`src/rtl/pc_pkg.sv`:
```
// Shared constants and FSM encoding for the program-counter unit.
package pc_pkg;

  localparam int unsigned PC_W        = 32;
  localparam int unsigned INSTR_BYTES = 4;
  localparam logic [PC_W-1:0] PC_RESET_VECTOR = 32'h0000_0000;

  typedef enum logic [1:0] {
    BOOT  = 2'd0,
    FETCH = 2'd1,
    HOLD  = 2'd2,
    FAULT = 2'd3
  } pc_state_e;

endpackage

```
`src/rtl/signed_adder_param.sv`:
```
// Two's-complement adder; the sum wraps modulo 2^WIDTH with no overflow flag.
module signed_adder_param #(
  parameter int unsigned WIDTH = 32
) (
  input  logic [WIDTH-1:0] a,
  input  logic [WIDTH-1:0] b,
  output logic [WIDTH-1:0] sum
);

  assign sum = a + b;

endmodule

```
`src/rtl/pc_unit.sv`:
```
// Fetch program counter: sequential advance, branch/jump/register redirects,
// stall hold and a sticky fault on misaligned register targets.
module pc_unit
  import pc_pkg::*;
#(
  parameter int unsigned      WIDTH        = PC_W,
  parameter logic [WIDTH-1:0] RESET_VECTOR = PC_RESET_VECTOR
) (
  input  logic             Clk,
  input  logic             Reset_n,
  input  logic             Stall,
  input  logic             Imem_Ready,
  input  logic             Branch_Taken,
  input  logic [WIDTH-1:0] Branch_Offset,
  input  logic             Jump,
  input  logic [25:0]      Jump_Index,
  input  logic             Jump_Reg,
  input  logic [WIDTH-1:0] Reg_Target,
  output logic [WIDTH-1:0] PC,
  output logic [WIDTH-1:0] PC_Plus4,
  output logic             PC_Valid,
  output logic             Flush,
  output logic             Misaligned
);

  pc_state_e        state_q;
  pc_state_e        state_d;
  logic [WIDTH-1:0] pc_d;
  logic             flush_d;
  logic             mis_d;
  logic [WIDTH-1:0] branch_off_sh;
  logic [WIDTH-1:0] branch_tgt;
  logic [WIDTH-1:0] jump_tgt;
  logic             jr_bad;

  // Sequential next address
  signed_adder_param #(.WIDTH(WIDTH)) u_plus4 (
    .a   (PC),
    .b   (WIDTH'(INSTR_BYTES)),
    .sum (PC_Plus4)
  );

  // Branch target: word offset scaled to bytes, relative to PC+4
  assign branch_off_sh = Branch_Offset << 2;

  signed_adder_param #(.WIDTH(WIDTH)) u_branch (
    .a   (PC_Plus4),
    .b   (branch_off_sh),
    .sum (branch_tgt)
  );

  assign jump_tgt = WIDTH'({PC_Plus4[WIDTH-1 -: 4], Jump_Index, 2'b00});
  assign jr_bad   = Jump_Reg && (Reg_Target[1:0] != 2'b00);
  assign PC_Valid = (state_q == FETCH);

  // Next-state, next-PC and flush/fault decode
  always_comb begin
    state_d = state_q;
    pc_d    = PC;
    flush_d = 1'b0;
    mis_d   = Misaligned;
    unique case (state_q)
      BOOT: begin
        if (jr_bad) begin
          state_d = FAULT;
          mis_d   = 1'b1;
        end else begin
          state_d = FETCH;
        end
      end
      FETCH, HOLD: begin
        if (jr_bad) begin
          state_d = FAULT;
          mis_d   = 1'b1;
        end else if (Jump_Reg) begin
          pc_d    = Reg_Target;
          flush_d = 1'b1;
          state_d = FETCH;
        end else if (Jump) begin
          pc_d    = jump_tgt;
          flush_d = 1'b1;
          state_d = FETCH;
        end else if (Branch_Taken) begin
          pc_d    = branch_tgt;
          flush_d = 1'b1;
          state_d = FETCH;
        end else if (state_q == HOLD) begin
          if (!Stall) state_d = FETCH;
        end else if (Stall) begin
          state_d = HOLD;
        end else if (Imem_Ready) begin
          pc_d = PC_Plus4;
        end
      end
      FAULT: begin
        state_d = FAULT;
      end
      default: begin
        state_d = BOOT;
      end
    endcase
  end

  // State, PC and status registers
  always_ff @(posedge Clk or negedge Reset_n) begin
    if (!Reset_n) begin
      state_q    <= BOOT;
      PC         <= RESET_VECTOR;
      Flush      <= 1'b0;
      Misaligned <= 1'b0;
    end else begin
      state_q    <= state_d;
      PC         <= pc_d;
      Flush      <= flush_d;
      Misaligned <= mis_d;
    end
  end

endmodule

```
`config.mk`:
```
export PLATFORM = sky130hd
export DESIGN_NAME = pc_unit
export DESIGN_NICKNAME = d
export VERILOG_FILES = /design/src/rtl/pc_pkg.sv /design/src/rtl/signed_adder_param.sv /design/src/rtl/pc_unit.sv
export SDC_FILE = /design/constraint.sdc
export NUM_CORES = 1
export LEC_CHECK = 0
export CORE_MARGIN = 2
export CORE_UTILIZATION = 50
export CTS_CLUSTER_SIZE = 14
export DETAILED_ROUTE_END_ITERATION = 7
export PLACE_DENSITY = 0.94
export SKIP_LAST_GASP = 1
export SYNTH_ARGS = -nofsm -noshare
export SYNTH_HDL_FRONTEND = slang
export SYNTH_HIERARCHICAL = 1
export SYNTH_SLANG_ARGS = --single-unit
export TNS_END_PERCENT = 5
```
`constraint.sdc`:
```
create_clock -name Clk -period 5.3 [get_ports Clk]
set_input_delay 0.53 -clock Clk [delete_from_list [all_inputs] [get_ports Clk]]
set_output_delay 0.53 -clock Clk [all_outputs]
set_load 0.03 [all_outputs]
```
* Word-level counts from Yosys, hierarchy flattened
Cells that the tools add are included.
** Cells by class
- Muxes and demuxes :: 20
- Equal/unequal tests :: 7
- Reduce and logical (&&, ||, !) cells :: 9
- Add/subtract/negate cells :: 2
- Bitwise gates (word level) :: 1
** Operators by type and width (count)
- 32-bit two-way mux :: 6
- 32-bit by 3-bit adder with 32-bit output, second input constant :: 1
- 32-bit adder :: 1
- 2-bit two-way mux :: 8
- 7-bit != test, second input constant :: 2
- 2-bit case mux with 3 select lines :: 1
- 1-bit two-way mux :: 5
- 5-bit AND reduction :: 1
- 2-bit equality test, second input constant :: 2
- 4-bit by 1-bit != test with 1-bit output, second input constant :: 1
- 4-bit != test, second input constant :: 1
- 2-bit AND reduction :: 2
- 4-bit nonzero test :: 1
- 3-bit OR reduction :: 1
- 2-bit by 1-bit equality test with 1-bit output, second input constant :: 1
- 2-bit zero test :: 1
- 2-bit nonzero test :: 1
- 2-bit OR reduction :: 1
- 1-bit logical AND :: 1
- 1-bit NOT :: 1
** Word-level totals
- Word-level logic and storage cells :: 43
- Bits of input ports :: 97
- Bits in registers :: 36
- Output and inout bits :: 67

* Longest topological paths before layout
Gate-level depths: netlist of run 1.
- Depth in word-level cells :: 7
- Mapped depth :: 21
- Gate-level depth less buffers :: 21

* By module
The synthesis of run 1 kept the hierarchy.
** By module, submodules not included
- pc_unit :: area each 2459.9 µm², instances 1, sequential area each 900.9 µm², cells each 218
- signed_adder_param at u_branch :: area each 1749.2 µm², instances 1, sequential area each 0.0 µm², cells each 231
- signed_adder_param at u_plus4 :: area each 1745.4 µm², instances 1, sequential area each 0.0 µm², cells each 243

* Least setup slack after synthesis of run 1
Ideal clock, no wire load.
- Kind :: reg-to-reg
- Start :: reg PC[2]
- End :: reg PC[19]
- Cell stages (with the launch flop) :: 20
- Data required time :: 5.175 ns
- Clock period less this slack :: 4.725 ns
- Data arrival time :: 4.600 ns
- Library setup time :: 0.125 ns
- Setup slack :: 0.575 ns
- Path buffers :: 1
- Cells stage by stage :: dfrtp_1 -> ha_1 -> o21ai_1 -> nor2_2 -> o311ai_2 -> nor2b_1 -> o21ai_0 -> xor2_1 -> ha_1 -> buf_4 -> a21oi_1 -> nand2_1 -> a2111oi_0 -> a21o_1 -> o221ai_1 -> xor2_1 -> mux2_2 -> mux2i_1 -> o21ai_0 -> mux2_4
** Between the ends
- Elaborated cells between the ends (all ways) :: 8
- Those cells by class :: add/sub (2); mux (6)
** RTL lines
- from (decl) :: line pc_unit.sv:19 : output logic [WIDTH-1:0] PC,
- from (signal assigned) :: line pc_unit.sv:113 : PC <= pc_d;
- 32-bit by 3-bit adder with 32-bit output :: line signed_adder_param.sv:10 : assign sum = a + b;
- net PC_Plus4[13] :: line pc_unit.sv:20 : output logic [WIDTH-1:0] PC_Plus4,
- 32-bit adder :: line signed_adder_param.sv:10
- net branch_tgt[19] :: line pc_unit.sv:32 : logic [WIDTH-1:0] branch_tgt;
- 32-bit two-way mux :: line pc_unit.sv:83 : end else if (Branch_Taken) begin
- 32-bit two-way mux :: line pc_unit.sv:79 : end else if (Jump) begin
- 32-bit two-way mux :: line pc_unit.sv:75 : end else if (Jump_Reg) begin
The timed path passes the listed nets, and every way through them passes these cells. The select of a mux whose other input is x is not followed.
A chain may end at the register's enable or synchronous reset.

* Worst setup path after layout of run 1
- Start :: reg PC[2]
- End :: reg PC[19]
** Between the ends
- Elaborated cells between the ends (all ways) :: 8
- Those cells by class :: add/sub (2); mux (6)
** RTL lines (line)
- 32-bit by 3-bit adder with 32-bit output :: signed_adder_param.sv:10
- 32-bit adder :: signed_adder_param.sv:10
- net branch_tgt[19] :: pc_unit.sv:32
- 32-bit two-way mux :: pc_unit.sv:83
- 32-bit two-way mux :: pc_unit.sv:79
- 32-bit two-way mux :: pc_unit.sv:75
The timed path passes the listed nets, and every way through them passes these cells. The select of a mux whose other input is x is not followed.

==> run metrics, run 1 <==
status=complete, but fails checks; failing checks=design-rule violations; Via-to-Cell Ratio=6.02; Async SR Flop Fraction=100%; # port buffers=161; Synth area leader=dfrtp_1; Final Max Tran Viols=0; CTS buffer count=5; CP peak stage delay=0.43 ns; Max Cap Viol=0; number of gates resized after CTS=0; CP required=5.49 ns; CP Capture Type=flip-flop; sequential area share after synthesis=15.1%; clk sinks=36; Initial DRC Count=637; CP Cell Sequence=ha_1 -> a211oi_2 -> nor2_2 -> o311ai_2 -> nor2b_1 -> o21ai_0 -> xor2_1 -> ha_1 -> a21oi_1 -> nand2_1 -> a2111oi_0 -> a21o_1 -> o221ai_1 -> xor2_1 -> mux2_2 -> mux2i_1 -> o21ai_0 -> mux2_4; vias in the first global route=5816; Setup CP Type=flip-flop to flip-flop; GP Congestion=0.965; Critical Path AT=4.98 ns; Gate Count Post-Synth=692; synthesis-to-finish area growth=31.9%; dpl hpwl=14200 um; EDFF count, synth=0; Yosys reg bits=36; Post-Syn Area=5950 um2; H-tree levels=2; Yosys Warn Count=6; number of cells on the critical path=18; share of cells above drive strength 1=9.64%; largest net degree at the start of global routing=38; Skew-Pair Late Insertion Delay=0.30 ns; Tot GR Track Use=27.8%; DRT antenna net count=0; die footprint=12800 um2; largest cells by area after synthesis=dfrtp_1, ha_1, mux2_4; routed via count=6105; chip width=113 um; r2r startpoint=PC[2]; CP bufs+invs=0; Worst Setup SP=PC[2]; R2R cell count=18; Hold WC Path Type=input pin to asynchronous set/reset pin; core area=11500 um2; Yosys top cell area share=15.1%; root buf cell=clkbuf_16; Max Freq=208 MHz; Clock Skew=0.00977 ns; flop2flop setup slack=0.50 ns; CTS tree=done; Syn Area/Cell=8.60 um2; Initial Util=51.7%; min cycle time layout=4.80 ns; first-pass GRT wire length=28800 um; n_diodes=0; RR Endpoint=PC[19]; Filler cells=913; largest delay contributor family on the critical path=compound AO/OA/AOI/OAI gates; crit-path max FO=8; Worst setup SP type=flip-flop; GRT overflow=0; Max clock buf depth=2; Cell variety after synth=85; final worst-path cycle share=90.5%; 1st-pass router iterations=8; Setup-failing EPs final=0; Post-layout nets=1035; chip height=113 um; ys flop type=dfrtp_1; drt drc=12; relative slew slack=24.1%; Tightest Pin Transition=1.14 ns; final WL=18400 um; Setup crit end=PC[19]; WL/cell=18.2 um; hold-fix buffers at CTS=0; Post CTS Setup Buffer Count=0; RSZ-0062 raised after global routing=no; initial antenna violation count=0; num ports=164; Hold Vio Cnt, Final=0; cell at the slowest stage of the critical path=ha_1; Rows=39; setup TNS=0 ns; clock-pin slew on the worst setup and hold paths=0.07 ns
-- synthesized netlist by cell type, types with 3 or more instances --
| library cell | instances |
|---|---|
| a21oi_1 | 71 |
| ha_1 | 66 |
| nand2_1 | 57 |
| o21ai_0 | 44 |
| dfrtp_1 | 36 |
| nor2_1 | 35 |
| xnor2_1 | 34 |
| mux2i_1 | 32 |
| mux2_4 | 30 |
| xor2_1 | 23 |
| a21o_1 | 19 |
| inv_1 | 16 |
| o22ai_1 | 16 |
| mux2_2 | 12 |
| nand4_1 | 12 |
| o21a_1 | 12 |
| nand3_1 | 11 |
| o21bai_1 | 11 |
| nor3_1 | 10 |
| clkbuf_1 | 8 |
| a211oi_1 | 7 |
| a31oi_1 | 7 |
| buf_4 | 7 |
| buf_2 | 6 |
| nor2b_1 | 6 |
| o21ai_1 | 6 |
| and3_1 | 5 |
| buf_6 | 5 |
| o211ai_1 | 5 |
| a211o_1 | 4 |
| nand2b_1 | 4 |
| a21oi_2 | 3 |
| a22o_1 | 3 |
| a2bb2oi_1 | 3 |
| a311o_1 | 3 |
| or2_2 | 3 |
-- final cells by class --
type / instances / area [um2] / share of cell area (%)
clock buffers: 7 / 143 / 1.82
multi-input cells: 646 / 4930 / 62.7
well taps: 143 / 179 / 2.28
repair buffers: 165 / 1640 / 20.8
inverters: 16 / 60.1 / 0.765
clock inverters: 1 / 7.51 / 0.0956
flip-flops and latches: 36 / 901 / 11.5
-- placed cells by master (no fill, tap or decap), types with 19 or more instances in the layout --
cell,instances
ha_1,66
o21ai_0,44
dfrtp_1,36
clkdlybuf4s50_1,160
a21o_1,19
xnor2_1,34
nand2_1,57
mux2i_1,32
nor2_1,35
conb_1,36
xor2_1,23
mux2_4,30
a21oi_1,71
-- logic make-up (layout without fill, tap and decap cells) --
group / Yosys count / after routing / synth area share [%]
buf+inv: 44 / 189 / 4.27
other cells: 2 / 36 / 0.126
xor+xnor: 57 / 57 / 8.38
fa+ha+maj: 68 / 68 / 14.5
compound gates: 246 / 246 / 28.4
simple gates: 163 / 163 / 13.6
flops: 36 / 36 / 15.1
mux: 76 / 76 / 15.6
-- flip-flops by register name (all words and copies together) (netlist names) --
register / flops
PC: 32
Flush: 1
Misaligned: 1
state_q: 2
-- routing by layer --
| layer | vias to the layer above | global-route usage (%) | routed length [um] |
|---|---|---|---|
| li1 | 2946 | - | - |
| met1 | 2882 | 38.0 | 8220 |
| met2 | 250 | 46.5 | 8590 |
| met3 | 27 | 4.28 | 1310 |
| met4 | 0 | 6.34 | 294 |
| met5 | - | 0 | 0 |
-- per-stage QoR --
step / instance area [um2] / setup slack, ns / hold WS, ns / util, % / std cells
after global placement: 7700 / 0.798 / 0.460 / 66.9 / 1006
after CTS: 7850 / 0.572 / 0.391 / 68.2 / 1014
final: 7850 / 0.502 / 0.370 / 68.2 / 1014
after floorplan: 6080 / 0.575 / 0.234 / - / 726
after detailed placement: 7700 / 0.669 / 0.464 / 66.9 / 1006
after global routing: 7850 / 0.274 / 0.430 / 68.2 / 1014
-- worst min path at each step --
stage            endpoint  slack [ns]  cells past startpoint
3_3_place_gp   Misaligned        0.46                      1
3_5_place_dp   Misaligned        0.46                      1
4_1_cts            PC[26]        0.39                      1
5_1_grt             PC[0]        0.43                      1
2_1_floorplan       Flush        0.23                      0
6_report            PC[0]        0.37                      1
Power of run 1 is left out: the tool's default activity adds up to more than one toggle a clock period on the data nets, which glitch-free logic cannot reach.
==> run 2, diff against run 1 <==
CORE_MARGIN = 4   (was 2)
SKIP_LAST_GASP = not set   (was 1)
==> run 2 against run 1 <==
  * The flow now finishes without violations
  * Cell count about the same
  * Register-to-register slack improved by 0.05 ns
  * Hold slack improved by 0.016 ns
  * Setup slack improved by 0.053 ns
  * Clock-buffer cell count decreased by 2
  * Global-route usage decreased by 0.57 points
  * Largest cell class unchanged
==> run metrics, run 2 (synthesis results as in run 1) <==
# port buffers=161; Max Cap Viol=0; first-pass GRT wire length=30000 um; vias in the first global route=6167; core area=11500 um2; CP required=5.48 ns; Worst Setup SP=PC[2]; chip width=117 um; max reg flops=32; initial antenna violation count=0; Hold Vio Cnt, Final=0; Max clock buf depth=2; root buf cell=clkbuf_16; commonest non-fill, non-tap cell in the layout=clkdlybuf4s50_1; die footprint=13700 um2; Hold WC Path Type=input pin to asynchronous set/reset pin; largest delay contributor family on the critical path=compound AO/OA/AOI/OAI gates; largest registers=PC (32), state_q (2); Setup-failing EPs final=0; status=complete, no violations; dpl hpwl=14900 um; routed via count=6178; Post CTS Setup Buffer Count=0; RSZ-0062 raised after global routing=no; Initial DRC Count=488; final WL=18900 um; GRT overflow=0; flop2flop setup slack=0.55 ns; Clock Skew=0.00684 ns; Filler cells=935; r2r startpoint=PC[2]; Post-layout nets=1036; final worst-path cycle share=89.5%; Initial Util=51.7%; num ports=164; CP bufs+invs=0; number of gates resized after CTS=0; hold-fix buffers at CTS=0; Critical Path AT=4.92 ns; 1st-pass router iterations=7; CP Capture Type=flip-flop; CTS tree=done; Skew-Pair Late Insertion Delay=0.29 ns; GP Congestion=0.916; largest net degree at the start of global routing=37; cell at the slowest stage of the critical path=dfrtp_1; most frequent cells in the layout=clkdlybuf4s50_1, a21oi_1, ha_1; Max Freq=211 MHz; Tot GR Track Use=27.3%; setup TNS=0 ns; relative slew slack=37.6%; clk sinks=36; CP Cell Sequence=ha_1 -> a211oi_2 -> nor2_2 -> o311ai_2 -> nor2b_1 -> o21ai_0 -> xor2_1 -> ha_1 -> a21oi_1 -> nand2_1 -> a2111oi_0 -> a21o_1 -> o221ai_1 -> xor2_1 -> mux2_2 -> mux2i_1 -> o21ai_0 -> mux2_4; Tightest Pin Transition=0.937 ns; chip height=117 um; share of cells above drive strength 1=9.86%; H-tree levels=2; CP peak stage delay=0.40 ns; Worst setup SP type=flip-flop; Final Max Tran Viols=0; drt drc=0; Multi-input gate area=4930 um2; Rows=39; min cycle time layout=4.75 ns; WL/cell=18.6 um; Most flops, register=PC; Setup CP Type=flip-flop to flip-flop; n_diodes=0; DRT antenna net count=0; crit-path max FO=8; synthesis-to-finish area growth=32.5%; clock-pin slew on the worst setup and hold paths=0.07 ns; Via-to-Cell Ratio=6.09; FF+latch area=901 um2; CTS buffer count=5
-- run 2: changes by cell type in the layout (fill, tap and decap cells not counted) --
cell       before  now
buf_12          0    1
bufinv_16       0    1
clkbuf_1        1    0
clkbuf_8        1    0
clkinv_2        0    1
-- run 2: cell type report --
| class | count | share of cell area, % |
|---|---|---|
| inverters | 16 | 0.761 |
| clock buffers | 5 | 1.59 |
| clock inverters | 3 | 0.539 |
| multi-input cells | 646 | 62.4 |
| well taps | 143 | 2.27 |
| repair buffers | 166 | 21.0 |
| flip-flops and latches | 36 | 11.4 |
-- run 2: stage by stage --
stage / hold WS [ns] / worst slack (ns) / cells / instance area (um2) / util (%)
6_report: 0.386 / 0.555 / 1015 / 7890 / 68.5
5_1_grt: 0.463 / 0.234 / 1015 / 7890 / 68.5
4_1_cts: 0.423 / 0.624 / 1015 / 7890 / 68.5
3_5_place_dp: 0.474 / 0.666 / 1007 / 7720 / 67.1
3_3_place_gp: 0.461 / 0.770 / 1007 / 7720 / 67.1
2_1_floorplan: 0.234 / 0.575 / 726 / 6080 / -
-- run 2: path summary, 6_finish.rpt --
kind                               to  cells after the start
setup / recovery               PC[19]                     18
hold / removal                  PC[1]                      1
setup reg to reg               PC[19]                     18
hold reg to reg            Misaligned                      1
max in group asynchronous  Misaligned                      1
min in group Clk           Misaligned                      1
-- run 2: layer usage --
metal  share of wire, %  routed length (um)  vias to the layer above  global-route usage (%)
li1                   -                   -                     2954                       -
met1                 44                8270                     2894                    35.8
met2                 46                8730                      295                    46.3
met3                8.2                1550                       35                    4.27
met4                2.0                 372                        0                    8.18
met5                  0                   0                        -                       0
-- run 2: worst register-to-register path: cells and delay by family (launching register included) --
| kind | cells | cell delay, ns |
|---|---|---|
| AOI/OAI and AO/OA | 8 | 2.01 |
| xor gates and xnor gates | 2 | 0.43 |
| adders and majority gates | 2 | 0.66 |
| DFF | 1 | 0.40 |
| muxes | 3 | 0.67 |
| and+or+nand+nor | 3 | 0.46 |
Power of run 2 is left out for the same reason.
==> run 3, diff against run 2 <==
CTS_CLUSTER_DIAMETER = 40   (was not set)
==> results of run 3 <==
No change in the layout: final DEF, timing and power equal those of run 2.
Power of run 3 is left out for the same reason.
